<file path="src/rtl/seq_core_ctx_arbiter.sv">
// seq_core_ctx_arbiter
// Round-robin controller that time-shares one latch-stripped sequential core
// among NREQ requesters. Each requester owns a private copy of the core state
// (its context). One evaluation is: restore the context, apply one input
// vector, then capture the next state and the core output.
// Flow per request: IDLE (grant/accept) -> EVAL (core evaluates) -> RESP.
module seq_core_ctx_arbiter #(
  parameter int NREQ  = 4,
  parameter int IN_W  = 4,
  parameter int OUT_W = 1,
  parameter int ST_W  = 3,
  parameter logic [ST_W-1:0] ST_INIT = {ST_W{1'b1}},
  parameter int ID_W  = $clog2(NREQ)
) (
  input  logic                   clock,
  input  logic                   reset_n,
  input  logic [NREQ-1:0]        req_valid,
  output logic [NREQ-1:0]        req_ready,
  input  logic [NREQ*IN_W-1:0]   req_data,
  input  logic [NREQ-1:0]        req_clear,
  input  logic                   flush_all,
  output logic                   rsp_valid,
  input  logic                   rsp_ready,
  output logic [ID_W-1:0]        rsp_id,
  output logic [OUT_W-1:0]       rsp_data,
  output logic [IN_W-1:0]        core_in,
  output logic [ST_W-1:0]        core_state,
  input  logic [ST_W-1:0]        core_next,
  input  logic [OUT_W-1:0]       core_out,
  output logic                   busy
);

  typedef enum logic [1:0] {
    IDLE = 2'd0,
    EVAL = 2'd1,
    RESP = 2'd2
  } state_t;

  state_t               r_state;
  state_t               w_state_next;

  logic [ID_W-1:0]      r_ptr;
  logic [ID_W-1:0]      r_sel_id;
  logic                 r_sel_clr;
  logic [IN_W-1:0]      r_core_in;
  logic                 r_rsp_valid;
  logic [ID_W-1:0]      r_rsp_id;
  logic [OUT_W-1:0]     r_rsp_data;
  logic [ST_W-1:0]      r_ctx [NREQ];

  logic [IN_W-1:0]      w_req_lane [NREQ];
  logic [ID_W-1:0]      w_rot_idx  [NREQ];
  logic                 w_found;
  logic [ID_W-1:0]      w_gnt_id;
  logic                 w_accept;
  logic                 w_handshake;
  logic [ID_W:0]        w_ptr_sum;
  logic [ID_W-1:0]      w_ptr_inc;

  // Unpack the flat request bus into per-requester lanes, and compute the
  // search order ptr, ptr+1, ... wrapped modulo NREQ (works for any NREQ,
  // not only powers of two, since the wrap compares against NREQ itself).
  generate
    for (genvar gi = 0; gi < NREQ; gi++) begin : g_lane
      logic [ID_W:0] w_sum;
      logic [ID_W:0] w_wrap;

      assign w_req_lane[gi] = req_data[gi*IN_W +: IN_W];
      assign w_sum          = {1'b0, r_ptr} + (ID_W+1)'(gi);
      assign w_wrap         = (w_sum >= (ID_W+1)'(NREQ)) ? (w_sum - (ID_W+1)'(NREQ)) : w_sum;
      assign w_rot_idx[gi]  = w_wrap[ID_W-1:0];
    end
  endgenerate

  // Rotating priority: offset 0 from ptr wins, so scan from the far end and
  // let nearer offsets overwrite the choice.
  always_comb begin
    w_found  = 1'b0;
    w_gnt_id = '0;
    for (int k = NREQ - 1; k >= 0; k--) begin
      if (req_valid[w_rot_idx[k]]) begin
        w_found  = 1'b1;
        w_gnt_id = w_rot_idx[k];
      end
    end
  end

  assign w_accept    = (r_state == IDLE) && w_found;
  assign w_handshake = (r_state == RESP) && rsp_ready;

  // Ready is one-hot on the granted requester, and only while idle.
  generate
    for (genvar gi = 0; gi < NREQ; gi++) begin : g_ready
      assign req_ready[gi] = w_accept && (w_gnt_id == ID_W'(gi));
    end
  endgenerate

  // Pointer advances to the requester after the one just served.
  assign w_ptr_sum = {1'b0, r_sel_id} + (ID_W+1)'(1);
  assign w_ptr_inc = (w_ptr_sum >= (ID_W+1)'(NREQ)) ? '0 : w_ptr_sum[ID_W-1:0];

  // State register.
  always_ff @(posedge clock or negedge reset_n) begin
    if (!reset_n) begin
      r_state <= IDLE;
    end else begin
      r_state <= w_state_next;
    end
  end

  // Next-state logic: EVAL always lasts one cycle; RESP waits for rsp_ready.
  always_comb begin
    w_state_next = r_state;
    case (r_state)
      IDLE:    if (w_accept) w_state_next = EVAL;
      EVAL:    w_state_next = RESP;
      RESP:    if (rsp_ready) w_state_next = IDLE;
      default: w_state_next = IDLE;
    endcase
  end

  // Request capture on accept; the input vector is frozen here so later
  // changes to req_data cannot disturb the evaluation.
  always_ff @(posedge clock or negedge reset_n) begin
    if (!reset_n) begin
      r_core_in <= '0;
      r_sel_id  <= '0;
      r_sel_clr <= 1'b0;
    end else if (w_accept) begin
      r_core_in <= w_req_lane[w_gnt_id];
      r_sel_id  <= w_gnt_id;
      r_sel_clr <= req_clear[w_gnt_id];
    end
  end

  // Response register and round-robin pointer.
  always_ff @(posedge clock or negedge reset_n) begin
    if (!reset_n) begin
      r_rsp_valid <= 1'b0;
      r_rsp_id    <= '0;
      r_rsp_data  <= '0;
      r_ptr       <= '0;
    end else begin
      if (r_state == EVAL) begin
        r_rsp_valid <= 1'b1;
        r_rsp_id    <= r_sel_id;
        r_rsp_data  <= core_out;
      end else if (w_handshake) begin
        r_rsp_valid <= 1'b0;
        r_ptr       <= w_ptr_inc;
      end
    end
  end

  // Context storage. A flush overrides the evaluation write-back in the same
  // cycle, so a flushed context always restarts from ST_INIT.
  generate
    for (genvar gi = 0; gi < NREQ; gi++) begin : g_ctx
      always_ff @(posedge clock or negedge reset_n) begin
        if (!reset_n) begin
          r_ctx[gi] <= ST_INIT;
        end else if (flush_all) begin
          r_ctx[gi] <= ST_INIT;
        end else if ((r_state == EVAL) && (r_sel_id == ID_W'(gi))) begin
          r_ctx[gi] <= core_next;
        end
      end
    end
  endgenerate

  assign core_in    = r_core_in;
  assign core_state = r_sel_clr ? ST_INIT : r_ctx[r_sel_id];
  assign rsp_valid  = r_rsp_valid;
  assign rsp_id     = r_rsp_id;
  assign rsp_data   = r_rsp_data;
  assign busy       = (r_state != IDLE);

endmodule

</file>
<file path="config.mk">
export PLATFORM = sky130hd
export DESIGN_NAME = seq_core_ctx_arbiter
export DESIGN_NICKNAME = d
export VERILOG_FILES = /design/src/rtl/seq_core_ctx_arbiter.sv
export SDC_FILE = /design/constraint.sdc
export NUM_CORES = 1
export LEC_CHECK = 0
export CORE_ASPECT_RATIO = 0.5
export CORE_UTILIZATION = 46
export CTS_BUF_LIST = sky130_fd_sc_hd__clkbuf_4 sky130_fd_sc_hd__clkbuf_8 sky130_fd_sc_hd__clkbuf_16
export CTS_CLUSTER_SIZE = 25
export DETAILED_ROUTE_END_ITERATION = 12
export GPL_TIMING_DRIVEN = 0
export PLACE_DENSITY = 0.79
export RECOVER_POWER = 50
export SYNTH_ARGS = -nofsm -noshare
export SYNTH_HDL_FRONTEND = slang
export SYNTH_SLANG_ARGS = --single-unit
</file>
<file path="constraint.sdc">
create_clock -name clock -period 2 [get_ports clock]
set_clock_uncertainty 0.1 [all_clocks]
set_input_delay 0.3 -clock clock [delete_from_list [all_inputs] [get_ports clock]]
set_output_delay 0.3 -clock clock [all_outputs]
set_load 0.02 [all_outputs]
</file>
# Word-level counts from Yosys, hierarchy flattened
# Index checks and enable logic that the tools add are counted.
# totals
in_bits	32
ff_bits	27
# classes
n_reduce_logical	21
order_cmp	12
n_bitwise	3
add_sub_neg	8
n_eq_ne	10
n_mux	43
# ops
operator	count
3-bit 2-to-1 mux	11
2-bit 2-to-1 mux	11
3-bit greater-or-equal comparator (second input constant)	6
2-bit by 3-bit less-than comparator with 1-bit output (second input constant)	5
2-bit nonzero test	6
1-bit 2-to-1 mux	11
1-bit binary-select mux with 2-bit select	5
2-bit == test (second input constant)	5
1-bit logical AND	10
4-bit binary-select mux with 2-bit select	1
4-bit 2-to-1 mux	2
2-bit by 1-bit subtractor with 2-bit output (second input constant)	4
2-bit by 1-bit adder with 3-bit output (second input constant)	2
2-bit by 2-bit adder with 3-bit output (second input constant)	2
3-bit binary-select mux with 2-bit select	1
2-bit by 1-bit == test with 1-bit output (second input constant)	3
2-bit zero test	3
2-bit NOT with 3-bit output	2
2-bit one-hot mux with 3 select lines	1
2-bit inequality test (second input constant)	2
2-bit AND reduction	2
2-bit by 3-bit greater-or-equal comparator with 1-bit output (second input constant)	1
1-bit NOT	1

# Logic depth before layout (Yosys ltp)
# logic_depth
depth_word	13
ltp_mapped	6
mapped_depth_nobuf	5

# Worst setup path after synthesis
# No wires, ideal clock.
# synth_timing
path_kind	reg-to-output
from	reg r_state[1]
to	out req_ready[1]
slack_ns	-0.027
arrival_ns	1.627
path_stages_with_launch	7
cell_sequence	dfrtp_1 > or2_1 > or2_2 > buf_2 > inv_1 > nand2b_2 > nor2_1
# synth_via
elab_chain_cells	3
# synth_lines
element	line	source
from (decl)	39	state_t r_state;
from (signal assigned)	107	r_state <= w_state_next;
2-bit zero test	88	assign w_accept = (r_state == IDLE) && w_found;
1-bit logical AND	88	
1-bit logical AND	94	assign req_ready[gi] = w_accept && (w_gnt_id == ID_W'(gi));
to (decl)	18	output logic [NREQ-1:0] req_ready,
# Every way passes these cells.

# Final worst setup path
# layout_timing
from	reg r_ptr[1]
to	out req_ready[1]
# layout_via
elab_chain_cells	11
word_cells_on_any_way	34
cone_classes	add/sub: 7; order compare: 4; eq/ne: 1; mux: 20; reduce/logical: 2
# layout_lines
element	line	source
from (decl)	42	logic [ID_W-1:0] r_ptr;
from (signal assigned)	150	r_ptr <= w_ptr_inc;
2-bit by 2-bit adder with 3-bit output	69	assign w_sum = {1'b0, r_ptr} + (ID_W+1)'(gi);
3-bit greater-or-equal comparator or 2-bit by 1-bit subtractor with 2-bit output (tied branches)	70	assign w_wrap = (w_sum >= (ID_W+1)'(NREQ)) ? (w_sum - (ID_W+1)'(NREQ)) : w_sum;
2-bit 2-to-1 mux	70	
1-bit binary-select mux with 2-bit select	81	if (req_valid[w_rot_idx[k]]) begin
1-bit 2-to-1 mux (implied by the code)	81	
2-bit 2-to-1 mux or 1-bit 2-to-1 mux (tied branches) (4 in a row)	81	
2-bit by 1-bit == test with 1-bit output or 1-bit logical AND (tied branches)	94, 88	
1-bit logical AND (*)	94	
# Mark *: on every way between the ends. The rest lies on a longest branch, timed or not. The select of a mux whose other input is x is not followed.

==> flow_summary.ini <==
[sta]
max_freq_ghz = 0.477
finalHoldViolations = 0
final_max_slew_viol_count = 0
rsz0062_at_grt = yes
tightestPinTransition_ns = 1.19
slew_headroom_pct = 20.3
finalCriticalPeriod_ns = 2.10
worst_slack_ns = -0.0982
min_period_over_period_pct = 105
setup_viol = 6

[cells_and_area]
syn_to_final_growth_pct = 45.9
final_cell_mix = clkdlybuf4s50_1, a211o_1, dfrtp_1
diodes = 0
drive_above_1_share_pct = 32.5
multi_input_area_um2 = 830
regArea_um2 = 693
final_common_cell = clkdlybuf4s50_1
nNetsFinal = 234
design_area_mm2 = 0.00223
fillers = 233

[power]
powerDensity_mw_per_mm2 = 1320
p_leak_nw = 1.01
peakVddDrop_v = 0.000750

[synth]
yosysSeqAreaShare_pct = 45.2
ys_ff_latch = 27
ys_types = 33
yosysWarningCount = 0
avgSynthCellArea_um2 = 11.2
synth_ff_type = dfrtp_1
syn_inst = 136
synth-edff-count = 0
ys_async_sr_fraction_pct = 100
synth_nets = 172
synth_area_mm2 = 0.00153

[global_route]
overflow = 0
grt_max_degree = 28
grt_use_total_pct = 22.5
grt_pass1_vias = 1324
grt_pass1_wl_um = 6160
antenna_found_initial = 0

[worst_setup_path]
timing.critical_path.from = r_ptr[1]$_DFFE_PN0P_
cp.arrival_ns = 1.70
reg2regPathDepth = 7
critPathTopFamily = compound AO/OA/AOI/OAI gates
path_max_fanout = 6
start_kind = flop
critical_path.max_stage_delay_ns = 0.47
path_cells = a21o_2 -> a21oi_2 -> o22a_2 -> buf_4 -> nor2_2 -> buf_6
crit_slowest_cell = dfrtp_2
critPathCaptureType = output port
path_class = reg -> out
critPathBufInv = 2
reg2reg_slack_ns = 0.02
regToRegStartpoint = r_ptr[1]$_DFFE_PN0P_
worstPathRequired_ns = 1.60
r2r_end = core_in[2]$_DFFE_PN0P_

[placement]
post_dp_cell_area_mm2 = 0.00205
dp_slack_ns = -0.870
port_buffers = 47
hpwl_um = 2630
routabilityCongestion = 0.809

[clock_network]
cts.clk_slew.worst_paths_ns = 0.09
cts_tree = yes
clockRootBuffer = clkbuf_8
cts_hold_buffers = 0
clock_latency_ns = 0.28
htreeDepth = 1
numClockSinks = 27
cts_buffer_depth = 2
cts_buffers = 3

[detailed_routing]
routed_via_density = 5.64
vias = 1336
ant_nets = 0
post_drt_wl_per_cell_um = 15.9
drc = 0
first_pass_iters = 4
wl_um = 3770
dr.first_iter.drc_count = 67

[die]
die_area_mm2 = 0.00357
row_count = 14
ios = 48
die_w_um = 83.5
die_y_um = 42.8
start_util_pct = 49.6
core_area_mm2 = 0.00308

[min_path]
hold_class = reg -> reg
holdPathStages = 1
hp-start = core_in[0]$_DFFE_PN0P_
hold_path_end = core_in[0]$_DFFE_PN0P_

[status]
failed_checks = negative setup slack
status = complete, but fails checks

[job]
maxCapViolations = 0
-- routing by layer --
layer | up-vias | global-route usage, % | wire [µm]
met4 | 0 | 8.14 | 64
met2 | 33 | 37.9 | 1830
met1 | 665 | 28.9 | 1670
met3 | 8 | 5.45 | 205
li1 | 630 | - | -
met5 | - | 0 | 0
-- state kept, by name (all words and copies together) (netlist names) --
| register | count |
|---|---|
| r_ptr | 2 |
| rsp_valid | 1 |
| core_in | 4 |
| r_sel_clr | 1 |
| rsp_id | 2 |
| rsp_data | 1 |
| r_state | 2 |
| r_ctx | 12 |
| r_sel_id | 2 |
-- Yosys cell counts (3+ instances only) --
cell type / number / area (µm²)
nor3_1: 10 / 50.1
a21oi_1: 4 / 20.0
clkbuf_1: 4 / 15.0
inv_1: 6 / 22.5
dfrtp_1: 15 / 375
ha_1: 4 / 50.1
dfstp_2: 12 / 315
and3_1: 12 / 75.1
a211o_1: 17 / 149
or2_2: 5 / 31.3
nand2_1: 7 / 26.3
mux2_2: 4 / 45.0
mux2i_1: 10 / 100
mux4_2: 3 / 67.6
-- cell type report --
class | instances | share of cell area [%]
plain buffers | 5 | 1.23
repair buffers | 59 | 25.2
well taps | 40 | 2.24
multi-input cells | 96 | 37.2
clock inverters | 1 | 0.224
inverters | 6 | 1.01
flip-flops and latches | 27 | 31.1
clock buffers | 3 | 1.85
-- worst max-delay path by stage --
stage / to / slack, ns / cells after the start
after floorplan: req_ready[1] / -0.03 / 6
after global placement: req_ready[0] / -0.85 / 6
after detailed placement: req_ready[0] / -0.87 / 6
after CTS: req_ready[3] / -0.08 / 6
after global routing: req_ready[1] / -0.15 / 6
final: req_ready[1] / -0.1 / 6
-- power breakdown --
part / total (W) / internal [W] / switching, W
Combinational: 0.00169 / 0.000887 / 0.000805
Clock: 0.000306 / 0.000140 / 0.000166
Sequential: 0.000957 / 0.000790 / 0.000167
-- kinds of logic (layout without fill, tap and decap cells) --
kind of cell    count (synthesis)  in the layout  share of synthesized area [%]
simple gates                   45             45                           16.8
flops                          27             27                           45.2
mux                            18             18                           14.9
fa+ha+maj                       4              4                           3.27
buf+inv                        13             74                           3.85
compound gates                 29             29                           16.0
-- metrics by stage --
stage / power (W) / hold slack (ns) / util, % / setup TNS (ns) / instances
CTS: 0.00294 / 0.403 / 71.8 / -0.275 / 235
global placement: 0.00238 / 0.373 / 66.5 / -6.00 / 223
floorplan: 0.00188 / -0.0956 / - / -0.0531 / 136
finish: 0.00295 / 0.396 / 72.4 / -0.305 / 237
detailed placement: 0.00242 / 0.378 / 66.5 / -6.47 / 223
global route: 0.00316 / 0.423 / 72.4 / -0.987 / 237
-- repair_timing --
item / in CTS / in global routing
setup endpoints to repair: 10 / 12
pin swaps: 5 / 3
setup buffers: 10 / 2
hold endpoints to repair: 0 / 0
resized for setup: 59 / 3
(Power assumes the default switching activity.)
